<file path="config.mk">
export PLATFORM = sky130hd
export DESIGN_NAME = ysyx_22040237_ifu
export DESIGN_NICKNAME = d
export VERILOG_FILES = /design/src/rtl/ysyx_22040237_ifu.sv
export SDC_FILE = /design/constraint.sdc
export NUM_CORES = 1
export LEC_CHECK = 0
export BUFFER_PORTS_ARGS = -buffer_cell sky130_fd_sc_hd__buf_2
export CAP_MARGIN = 20
export CORE_UTILIZATION = 40
export CTS_BUF_LIST = sky130_fd_sc_hd__clkbuf_8
export DETAILED_ROUTE_END_ITERATION = 10
export GPL_TIMING_DRIVEN = 0
export PLACE_DENSITY = 0.67
export SLEW_MARGIN = 20
export SYNTH_ARGS = -nofsm -noshare
export SYNTH_HDL_FRONTEND = slang
export SYNTH_SLANG_ARGS = --single-unit
</file>
<file path="constraint.sdc">
create_clock -name clk -period 4 [get_ports clk]
set_clock_uncertainty 0.2 [all_clocks]
set_input_delay 0.6 -clock clk [delete_from_list [all_inputs] [get_ports clk]]
set_output_delay 0.6 -clock clk [all_outputs]
set_load 0.01 [all_outputs]
</file>
<file path="src/rtl/ysyx_22040237_ifu.sv">
// rtl/ysyx_22040237_ifu.sv - NPC instruction fetch unit
// Single-outstanding fetch FSM: owns the PC and applies decode's JAL redirect and ebreak halt.
module ysyx_22040237_ifu #(
  parameter logic [31:0] RESET_PC = 32'h8000_0000
) (
  input  logic        clk,
  input  logic        rst,
  output logic        imem_req_valid,
  input  logic        imem_req_ready,
  output logic [31:0] imem_req_addr,
  input  logic        imem_resp_valid,
  input  logic [31:0] imem_resp_data,
  input  logic        imem_resp_err,
  output logic        out_valid,
  input  logic        out_ready,
  output logic [31:0] out_pc,
  output logic [31:0] out_inst,
  input  logic        jump_flag,
  input  logic [31:0] jump_off,
  input  logic        halt_req,
  output logic        halted,
  output logic        fetch_err,
  output logic [63:0] inst_cnt
);

  typedef enum logic [2:0] {
    S_IDLE, S_REQ, S_WAIT, S_VALID, S_HALT, S_ERR
  } state_t;

  state_t      state, state_nxt;
  logic [31:0] pc;
  logic [31:0] inst;
  logic [31:0] next_pc;
  logic        fire;
  logic        resp_take;
  logic        next_misaligned;

  assign fire            = (state == S_VALID) && out_ready;
  assign resp_take       = (state == S_WAIT) && imem_resp_valid;
  assign next_pc         = pc + (jump_flag ? jump_off : 32'd4);
  assign next_misaligned = (next_pc[1:0] != 2'b00);

  assign imem_req_addr = pc;
  assign out_pc        = pc;
  assign out_inst      = inst;

  always_comb begin
    state_nxt      = state;
    imem_req_valid = 1'b0;
    out_valid      = 1'b0;
    case (state)
      S_IDLE: state_nxt = S_REQ;
      S_REQ: begin
        imem_req_valid = 1'b1;
        if (imem_req_ready) state_nxt = S_WAIT;
      end
      S_WAIT: begin
        if (imem_resp_valid) state_nxt = imem_resp_err ? S_ERR : S_VALID;
      end
      S_VALID: begin
        out_valid = 1'b1;
        if (out_ready) begin
          if (halt_req)             state_nxt = S_HALT;
          else if (next_misaligned) state_nxt = S_ERR;
          else                      state_nxt = S_REQ;
        end
      end
      S_HALT:  state_nxt = S_HALT;
      S_ERR:   state_nxt = S_ERR;
      default: state_nxt = S_IDLE;
    endcase
  end

  always_ff @(posedge clk or posedge rst) begin
    if (rst) begin
      state     <= S_IDLE;
      pc        <= RESET_PC;
      inst      <= 32'h0;
      halted    <= 1'b0;
      fetch_err <= 1'b0;
      inst_cnt  <= 64'h0;
    end else begin
      state <= state_nxt;
      if (resp_take) begin
        if (imem_resp_err) fetch_err <= 1'b1;
        else               inst      <= imem_resp_data;
      end
      if (fire) begin
        inst_cnt <= inst_cnt + 64'd1;
        if (halt_req) begin
          halted <= 1'b1;
        end else begin
          // A misaligned target is still loaded so the faulting PC is visible.
          pc <= next_pc;
          if (next_misaligned) fetch_err <= 1'b1;
        end
      end
    end
  end

endmodule

</file>
# Word-level counts from Yosys, hierarchy flattened
# Index checks and enable logic that the tools add are counted.
[word_totals]
wordCells = 41
reg_bits = 133
[op_classes]
muxes = 15
reduce_logical = 8
add_sub_neg = 2
bitwise_logic = 2
eq_ne = 8
[ops]
columns = ["cell", "n"]
rows = [
  ["$add 64x1->64 const B", 1],
  ["$add 32x32->32", 1],
  ["$mux 32", 1],
  ["$mux 3", 6],
  ["$pmux 3 s6", 1],
  ["$mux 1", 7],
  ["$eq 3x2->1 const B", 2],
  ["$eq 3x3->1 const B", 2],
  ["$ne 2x2->1 const B", 3],
  ["$reduce_and 2->1", 3],
  ["$eq 3x1->1 const B", 1],
  ["$logic_not 3->1", 1],
  ["$reduce_and 3->1", 1],
  ["$logic_and 1x1->1", 2],
  ["$not 1->1", 2],
  ["$reduce_bool 2->1", 1],
]

# Depth between registers and ports, before layout
[logic_depth]
ltp_word = 7
depth_mapped = 12

# Worst setup path before layout
# No wires, ideal clock.
[synth_path]
kind = "input port to flip-flop"
startpoint = "in jump_flag"
endpoint = "reg pc[28] (netlist: imem_req_addr[28])"
required_ps = 3731
arrival_time_ps = 3134
setup_slack_ps = 598
path_buffers = 1
cell_stages = 12
path_cell_list = "clkbuf_1 -> and2_1 -> ha_1 -> fa_1 -> a21oi_1 -> o21ai_1 -> a2111oi_2 -> nor4_1 -> o2111ai_1 -> a21oi_1 -> or3_1 -> nand3_1"
[synth_via]
elab_chain_cells = 2
[synth_lines]
columns = ["item", "line_no", "text"]
rows = [
  ["from (decl)", "18", "input logic jump_flag,"],
  ["$mux 32", "40", "assign next_pc = pc + (jump_flag ? jump_off : 32'd4);"],
  ["$add 32x32->32", "40", ""],
  ["to (signal assigned)", "94", "pc <= next_pc;"],
  ["to (decl)", "31", "logic [31:0] pc;"],
]
# No other way between the ends.
# A chain may end at the register's enable or synchronous reset.

# Final worst setup path
# Ends and elaborated chain as after synthesis.

==> results by group <==
Run status
  • Outcome: finished, final reports clean

CTS
  • CTS Buffer Depth: 2
  • Setup bufs post-CTS: 0
  • Number of clock sinks: 133
  • Deepest level of the CTS H-tree: 4
  • Total clock buffers created by CTS: 17
  • Clock tree from TritonCTS: built
  • Clock latency of the later-clocked register in the worst-skew pair: 440 ps
  • Clock slew at reported path FFs: 90 ps
  • Post-cts gate resize count: 0
  • CTS root buf: sky130_fd_sc_hd__clkbuf_8
  • Cts-stage hold buffer count: 0

Global routing
  • Initial antenna violation count: 0
  • Largest net degree at the start of global routing: 32
  • GRT Residual Overflow: 0
  • Wire length of the first global-routing pass: 30300 um
  • Number of global-route vias before repair: ~6000
  • GRT Overall Usage: about a fifth

Cells and area
  • Fraction of final layout cells with drive strength greater than 1: 34.26%
  • Number of fill cells in the layout: 1779
  • Top library cells by usage in the layout, fill and taps aside: sky130_fd_sc_hd__buf_2 (236), sky130_fd_sc_hd__dfrtp_1 (132), sky130_fd_sc_hd__nand2_1 (96)
  • Number of nets in the layout: ~1100
  • Most common cell after layout, fill and taps aside: sky130_fd_sc_hd__buf_2
  • Non-Filler Instances: between 1000 and 1500
  • Area taken by multi-input logic gates: 3872 um2
  • Util after Layout: 51.38%
  • Storage element area: 3329 um2
  • Area growth from synthesis to layout: 25.88%

Job
  • Max Cap Viol: 0

Logic synthesis
  • Count of flip-flops with a built-in enable after synthesis: 0
  • Largest cells by area after synthesis: sky130_fd_sc_hd__dfrtp_1 (43%), sky130_fd_sc_hd__xnor2_1 (6.7%), sky130_fd_sc_hd__ha_1 (5.4%)
  • Register area share after synthesis: a little over two fifths
  • Post-synth top area cell: sky130_fd_sc_hd__dfrtp_1
  • Post-synthesis register bit count: 133
  • Syn Nets: roughly 900
  • Predominant post-synthesis flop cell: sky130_fd_sc_hd__dfrtp_1
  • Count of distinct cell types in the synthesized netlist: between 60 and 70
  • Mapped Cells: 768
  • Synth warnings: 0
  • Fraction of post-synthesis cell area in the top cell type by area: 43.41%
  • Avg Cell Area, Syn: 9.907 um2
  • Post-synthesis instance area: 7609 um2
  • Async set-reset flop share out of synthesis: 100.0%

Die
  • Width of the chip: 139.9 um
  • Number of top-level pins: 236
  • Height of the die: 139.9 um
  • Initial core utilization: 40.81%
  • Number of placement rows: 50
  • Core outline area: 18640 um2
  • DIE AREA: between 15000 and 20000 um2

STA
  • Relative slew slack: 52.80%
  • Final period util: 94.29%
  • Min Clock Period, post-route: roughly 3800 ps
  • Final slew viol count: 0
  • Final setup violation count: 0
  • Slew at the pin closest to its max-slew limit: ~700 ps
  • Hold violation total from the final report: 0
  • Unrepaired setup endpoints after global routing: no
  • Max Freq: 0.2651 GHz

Route
  • First-pass iteration count of the detailed router: 4
  • DRC: 0
  • Total via count in the routed design: around 6400
  • WL per Instance: 14.48 um
  • DRC marker count from the first detailed-route iteration: around 250
  • Aggregate routed wire length: 18450 um
  • Remaining antenna violation count: 0
  • Ratio of routed vias to standard cells: 5.026

Setup path
  • Type of the worst setup path: input pin to flop
  • Crit path required time: ~4200 ps
  • Data arrival time of the critical path: 3940 ps
  • Critical path startpoint category: input pin
  • Worst Setup End Kind: flop
  • Largest fanout on the critical path: 10

Place
  • Input/output buffers: 235
  • Total placed cells including tap cells: approximately 1200
  • DP HPWL: 14310 um
  • Placer congestion estimate: 0.8700

Pwr
  • VDD IR-drop max: 0.2798 mV
  • Power density normalized to cell area: 554.5 nW/um2
  • Cell leakage power: between 5 and 6 nW

Hold path
  • Class of the worst hold path: input pin to async pin
-- kinds of logic after synthesis --
logic type                 Yosys count  synth area share [%]
muxes                               35                 5.147
adders and majority gates           34                 5.690
buffers and inverters               73                 5.344
and+or+nand+nor                    283                 19.65
DFF                                133                 43.76
xor gates and xnor gates            84                 9.670
AOI/OAI and AO/OA                  126                 10.74
-- power by group --
| group | internal (W) | switching, W | leakage [nW] |
|---|---|---|---|
| Sequential | 0.00167 | 0.000284 | 1.75 |
| Combinational | 0.00105 | 0.00113 | 3.17 |
| Clock | 0.000588 | 0.000594 | 0.204 |
-- worst paths after layout --
check | to | depth (start not counted) | start | slack [ps]
max | imem_req_addr[28]$_DFFE_PP0P_ | 13 | jump_flag | 230
min | out_inst[22]$_DFFE_PP0P_ | 2 | rst | 20
max reg2reg | imem_req_addr[28]$_DFFE_PP0P_ | 10 | imem_req_addr[0]$_DFFE_PP0P_ | 540
min reg2reg | inst_cnt[63]$_DFFE_PP0P_ | 1 | inst_cnt[63]$_DFFE_PP0P_ | 270
max in group asynchronous | inst_cnt[52]$_DFFE_PP0P_ | 4 | rst | 2800
min in group clk | out_inst[19]$_DFFE_PP0P_ | 2 | imem_resp_data[19] | 180
-- layer usage --
layer / wire length [um] / vias to the layer above / global-route usage, %
met5: 0 / - / 0
met4: 185 / 0 / 5.090
met3: 917 / 14 / 3.658
met2: 8993 / 181 / 32.82
met1: 8353 / 3038 / 25.75
li1: - / 3170 / -
-- state kept, by name, indices dropped and copies added (netlist names) --
name and cells:
inst_cnt 64, halted 1, state 3, fetch_err 1, out_inst 32, imem_req_addr 32
-- worst max-delay path, stage by stage --
cell and delay (ps):
sky130_fd_sc_hd__buf_2 180, sky130_fd_sc_hd__clkbuf_1 240, sky130_fd_sc_hd__and2_1 220, sky130_fd_sc_hd__ha_1 200
sky130_fd_sc_hd__fa_1 410, sky130_fd_sc_hd__a21oi_1 240, sky130_fd_sc_hd__o21ai_1 150, sky130_fd_sc_hd__a2111oi_2 450
sky130_fd_sc_hd__nor4_1 180, sky130_fd_sc_hd__o2111ai_1 450, sky130_fd_sc_hd__a21oi_1 160, sky130_fd_sc_hd__or3_1 360
sky130_fd_sc_hd__nand3_1 90
-- synth_stat cells (3+ instances only) --
library cell                count
sky130_fd_sc_hd__a31oi_1        3
sky130_fd_sc_hd__o21ai_0       33
sky130_fd_sc_hd__nand2_1       96
sky130_fd_sc_hd__o21bai_1       5
sky130_fd_sc_hd__nand3_1       35
sky130_fd_sc_hd__ha_1          33
sky130_fd_sc_hd__or3_1          4
sky130_fd_sc_hd__and4_1         3
sky130_fd_sc_hd__mux2_2        33
sky130_fd_sc_hd__nor4_1         4
sky130_fd_sc_hd__o31ai_1        3
sky130_fd_sc_hd__and3_1        13
sky130_fd_sc_hd__inv_1         17
sky130_fd_sc_hd__o2111ai_1      3
sky130_fd_sc_hd__o21a_1         8
sky130_fd_sc_hd__xnor2_1       58
sky130_fd_sc_hd__dfrtp_1      132
sky130_fd_sc_hd__nor3_1        15
sky130_fd_sc_hd__a21oi_1       32
sky130_fd_sc_hd__clkbuf_1      17
sky130_fd_sc_hd__buf_1          3
sky130_fd_sc_hd__a21o_1        19
sky130_fd_sc_hd__buf_4         35
sky130_fd_sc_hd__nand2b_1       5
sky130_fd_sc_hd__xor2_1        26
sky130_fd_sc_hd__nand4_1       15
sky130_fd_sc_hd__nor2_1        36
sky130_fd_sc_hd__nor2b_1        5
sky130_fd_sc_hd__and2_1        33
-- area by class of cell --
| cell class | count | area share (%) |
|---|---|---|
| Antenna cell | 1 | 0.02613 |
| Tap cell | 234 | 3.057 |
| Clock inverter | 14 | 1.737 |
| Sequential cell | 133 | 34.76 |
| Multi-Input combinational cell | 562 | 40.43 |
| Inverter | 17 | 0.7054 |
| Timing Repair Buffer | 239 | 13.12 |
| Clock buffer | 18 | 2.587 |
| Buffer | 56 | 3.579 |
-- through the flow --
stage	worst slack [ps]	power (W)	cell area, um2	hold WS, ps	setup TNS (ps)
2_1_floorplan	597.5	0.003392	7612	293.2	0
3_3_place_gp	-228.5	0.004118	9081	234.9	-681.5
3_5_place_dp	-255.1	0.004167	9161	261.7	-675.4
4_1_cts	247.4	0.005376	9575	16.06	0
5_1_grt	44.25	0.005696	9575	31.11	0
6_report	228.5	0.005311	9578	20.42	0
Power figures use the tool's default switching activity.
